### config.mk
export PLATFORM = sky130hd
export DESIGN_NAME = apb_master
export DESIGN_NICKNAME = d
export VERILOG_FILES = /design/src/rtl/apb_master.sv
export SDC_FILE = /design/constraint.sdc
export NUM_CORES = 1
export LEC_CHECK = 0
export BUFFER_PORTS_ARGS = -buffer_cell sky130_fd_sc_hd__buf_2
export CAP_MARGIN = 15
export CELL_PAD_IN_SITES_DETAIL_PLACEMENT = 0
export CELL_PAD_IN_SITES_GLOBAL_PLACEMENT = 1
export CORE_ASPECT_RATIO = 1.1
export CORE_UTILIZATION = 39
export DETAILED_ROUTE_END_ITERATION = 8
export PLACE_DENSITY_LB_ADDON = 0.1
export SLEW_MARGIN = 5
export SYNTH_ARGS = -nofsm -noshare
export SYNTH_HDL_FRONTEND = slang
export SYNTH_SLANG_ARGS = --single-unit
### constraint.sdc
create_clock -name pclk -period 2.7 [get_ports pclk]
set_input_delay 0.27 -clock pclk [delete_from_list [all_inputs] [get_ports pclk]]
set_output_delay 0.27 -clock pclk [all_outputs]
set_load 0.02 [all_outputs]
### src/rtl/apb_master.sv
// Single-outstanding APB requester: turns a valid/ready command into one
// SETUP/ACCESS transfer and reports completion or timeout on a one-cycle response.
module apb_master #(
    parameter int unsigned BITWIDTH = 8,
    parameter int unsigned TIMEOUT  = 15
) (
    input  logic                pclk,
    input  logic                preset,
    input  logic                cmd_valid,
    output logic                cmd_ready,
    input  logic                cmd_write,
    input  logic [1:0]          cmd_addr,
    input  logic [BITWIDTH-1:0] cmd_wdata,
    output logic                rsp_valid,
    output logic [BITWIDTH-1:0] rsp_rdata,
    output logic                rsp_err,
    output logic                psel,
    output logic                penable,
    output logic                pwrite,
    output logic [1:0]          paddr,
    output logic [BITWIDTH-1:0] pwdata,
    input  logic [BITWIDTH-1:0] prdata,
    input  logic                pready
);

    localparam int unsigned CNT_W = 8;
    // Count value seen on the TIMEOUT-th ACCESS cycle (counter starts at 0).
    localparam logic [CNT_W-1:0] CNT_LAST = CNT_W'(TIMEOUT - 1);

    typedef enum logic [1:0] {
        IDLE   = 2'd0,
        SETUP  = 2'd1,
        ACCESS = 2'd2
    } state_t;

    state_t           state;
    logic [CNT_W-1:0] wait_cnt;

    assign cmd_ready = (state == IDLE);

    // Transfer sequencing with all APB and response outputs registered.
    always_ff @(posedge pclk) begin
        if (preset) begin
            state     <= IDLE;
            wait_cnt  <= '0;
            psel      <= 1'b0;
            penable   <= 1'b0;
            pwrite    <= 1'b0;
            paddr     <= '0;
            pwdata    <= '0;
            rsp_valid <= 1'b0;
            rsp_err   <= 1'b0;
            rsp_rdata <= '0;
        end else begin
            rsp_valid <= 1'b0;
            rsp_err   <= 1'b0;
            case (state)
                IDLE: begin
                    if (cmd_valid) begin
                        state   <= SETUP;
                        psel    <= 1'b1;
                        penable <= 1'b0;
                        pwrite  <= cmd_write;
                        paddr   <= cmd_addr;
                        pwdata  <= cmd_write ? cmd_wdata : '0;
                    end
                end
                SETUP: begin
                    state    <= ACCESS;
                    penable  <= 1'b1;
                    wait_cnt <= '0;
                end
                ACCESS: begin
                    // pready takes priority over a timeout on the same cycle.
                    if (pready) begin
                        state     <= IDLE;
                        psel      <= 1'b0;
                        penable   <= 1'b0;
                        rsp_valid <= 1'b1;
                        rsp_err   <= 1'b0;
                        rsp_rdata <= pwrite ? '0 : prdata;
                    end else if (wait_cnt == CNT_LAST) begin
                        state     <= IDLE;
                        psel      <= 1'b0;
                        penable   <= 1'b0;
                        rsp_valid <= 1'b1;
                        rsp_err   <= 1'b1;
                        rsp_rdata <= '0;
                    end else begin
                        wait_cnt <= CNT_W'(wait_cnt + CNT_W'(1));
                    end
                end
                default: begin
                    state   <= IDLE;
                    psel    <= 1'b0;
                    penable <= 1'b0;
                end
            endcase
        end
    end

endmodule

==> summary.md <==
| Metric | Value |
|---|---|
| Initial Util | `41.6%` |
| DR vias | `1,258` |
| Final setup fails | `0` |
| Die Area | `3890 µm²` |
| Largest net degree at the start of global routing | `28` |
| Die H | `65.3 µm` |
| Placement row count | `22` |
| Antenna-violating nets left | `0` |
| Worst-Skew Late Latency | `0.33 ns` |
| Sequential element share of the synthesized area | `45.1%` |
| Final HPWL DP | `2210 µm` |
| DRT iter0 DRCs | `34` |
| Most used DFF post-synth | `dfxtp_1` |
| Mean Syn Cell Area | `9.23 µm²` |
| Setup TNS | `0 ns` |
| Clk buf depth | `2` |
| YS warnings | `0` |
| Max Cap Violations | `0` |
| Unrepaired setup endpoints after global routing | `false` |
| Total Routed Length | `3150 µm` |
| Chip width | `59.6 µm` |
| Crit path launch type | `register` |
| Hold_buf cts | `0` |
| Synth Instances | `154` |
| Finished Layout Cells | `247` |
| Cell Area, Synth | `1420 µm²` |
| Peak Freq | `534 MHz` |
| CTS Buf Count | `5` |
| Period Utilization, post-route | `69.3%` |
| Fin Hold WS | `0.152 ns` |
| Placed Cells | `239` |
| Cts repair resizes | `0` |
| Clock skew after layout | `0.00575 ns` |
| Vias/cell | `5.09` |
| DRC Markers | `0` |
| Final nets | `223` |
| Clk sink count | `32` |
| N_diodes | `0` |
| Initial antenna violation count | `0` |
| Syn Nets | `179` |
| Max Slew Vio Count | `0` |
| Worst slew margin | `38.6%` |
| Yosys reg bits | `32` |
| Number of flops mapped to enable cells by yosys | `0` |
| GR Util All Layers | `17.2%` |
| Worst-Margin Slew | `0.920 ns` |
| Pwr dens | `521 nW/µm²` |
| Core ar. | `3410 µm²` |
| Clk pin slew, worst setup/hold paths | `0.10 ns` |
| Req. time, crit path | `2.43 ns` |
| Status | `finished, final reports clean` |
| Port-buffer cells | `46` |
| First-pass GRT wire length | `5040 µm` |
| RD Place Congestion | `0.720` |
| Routed wire per std cell | `12.7 µm` |
| Vias in the first global route | `1,148` |
| Core Util, Final | `50.7%` |
| Setup Buffers After CTS | `0` |
| CTS H-tree depth | `2` |
| Fraction of layout cells with a size suffix above 1 | `30.2%` |
| Number of library cell types mapped by synthesis | `40` |
| Kind of critical path | `register to primary output` |
| Area delta synth->final | `21.7%` |
| Tmin final | `1.87 ns` |
| Leakage power | `0.704 nW` |
| CTS tree | `yes` |
| FFs w/ async S/R, synth | `0%` |
| I/O pins | `47` |
| Arr. time, crit path | `1.60 ns` |
| Initial DRT Pass Iterations | `4` |
| HP Class | `input pin to register` |
| Total power | `0.901 mW` |
| Crit-path max FO | `25` |
| Crit. End Element | `primary output` |
| VDD IR-drop max | `290 µV` |
| Clock root cell | `clkbuf_4` |
| Final-report hold violation count | `0` |
| Grt total ovfl | `0` |
==> cells in the mapped netlist, types with 2 or more instances <==
cell type  count  area, µm²
nand3b_1       2       15.0
nor4b_1        2       17.5
o21ai_0        2       10.0
buf_2          2       10.0
inv_1          4       15.0
nor3b_1        2       15.0
nor2_1         8       30.0
nand2b_1       2       12.5
nor3_1         3       15.0
nand3_1        9       45.0
buf_4          2       15.0
o311ai_0       2       17.5
ha_1           2       25.0
a21oi_1       13       65.1
nor2b_1        2       12.5
o32ai_1        4       35.0
a22o_1         8       70.1
a31oi_1        3       18.8
and2_1         2       12.5
dfxtp_1       32        641
clkbuf_1       4       15.0
nand2_1       23       86.3
mux2i_1        4       40.0
==> metal layers <==
layer	vias up	track usage, %	wire length, µm	part of all wire [%]
li1	646	-	-	-
met3	5	5.31	132	4.2
met4	0	7.27	48	1.5
met2	36	28.1	1530	49
met5	-	0	0	0
met1	571	20.7	1440	46
==> layout make-up <==
| class | instances | area [µm²] |
|---|---|---|
| fillers | 363 | 1680 |
| flip-flops and latches | 32 | 641 |
| clock inverters | 1 | 7.51 |
| repair buffers | 46 | 230 |
| clock buffers | 7 | 55.1 |
| well taps | 48 | 60.1 |
| multi-input cells | 109 | 722 |
| inverters | 4 | 15.0 |
==> placed cells by master (no fill, tap or decap), types with 3 or more instances in the layout <==
cell	count
mux2i_1	4
a22o_1	8
nor3_1	3
a21oi_1	13
nand3_1	9
buf_2	46
dfxtp_1	32
inv_1	4
nand2_1	23
nor2_1	8
clkbuf_4	5
a31oi_1	3
o32ai_1	4
==> power by group <==
| part | switching [mW] | internal (mW) |
|---|---|---|
| Sequential | 0.0167 | 0.486 |
| Combinational | 0.0651 | 0.0417 |
| Clock | 0.164 | 0.127 |
| Total | 0.246 | 0.655 |
==> per-stage QoR <==
| step | setup WS (ns) | area [µm²] |
|---|---|---|
| finish | 0.829 | 1730 |
| global placement | 0.931 | 1670 |
| floorplan | 1.28 | 1420 |
| detailed placement | 0.873 | 1670 |
| CTS | 0.788 | 1730 |
| global route | 0.664 | 1730 |
==> critical path, stage by stage, from the launching register on <==
cell     delay (ns)
dfxtp_1        0.94
nor2_1         0.13
buf_2          0.20
==> path summary, 6_finish.rpt <==
path / from / end / slack (ns) / cells past startpoint
min reg2reg: pwdata[7] / pwdata[7] / 0.46 / 2
max: penable / cmd_ready / 0.83 / 2
max reg2reg: penable / wait_cnt[3] / 0.87 / 4
min: prdata[0] / rsp_rdata[0] / 0.15 / 2
==> flip-flops by register name, summed over array words and instances (netlist names) <==
name,count
rsp_valid,1
paddr,2
rsp_rdata,8
rsp_err,1
wait_cnt,8
state,1
psel,1
pwrite,1
penable,1
pwdata,8
==> logic make-up (layout without fill, tap and decap cells) <==
kind of cell	count (synthesis)	after routing	share of synthesized area, %
flops	32	32	45.1
buf+inv	13	58	4.14
mux	4	4	2.82
compound gates	39	39	20.4
simple gates	64	64	25.8
fa+ha+maj	2	2	1.76
Note: power is estimated with default switching activity, not from simulation.
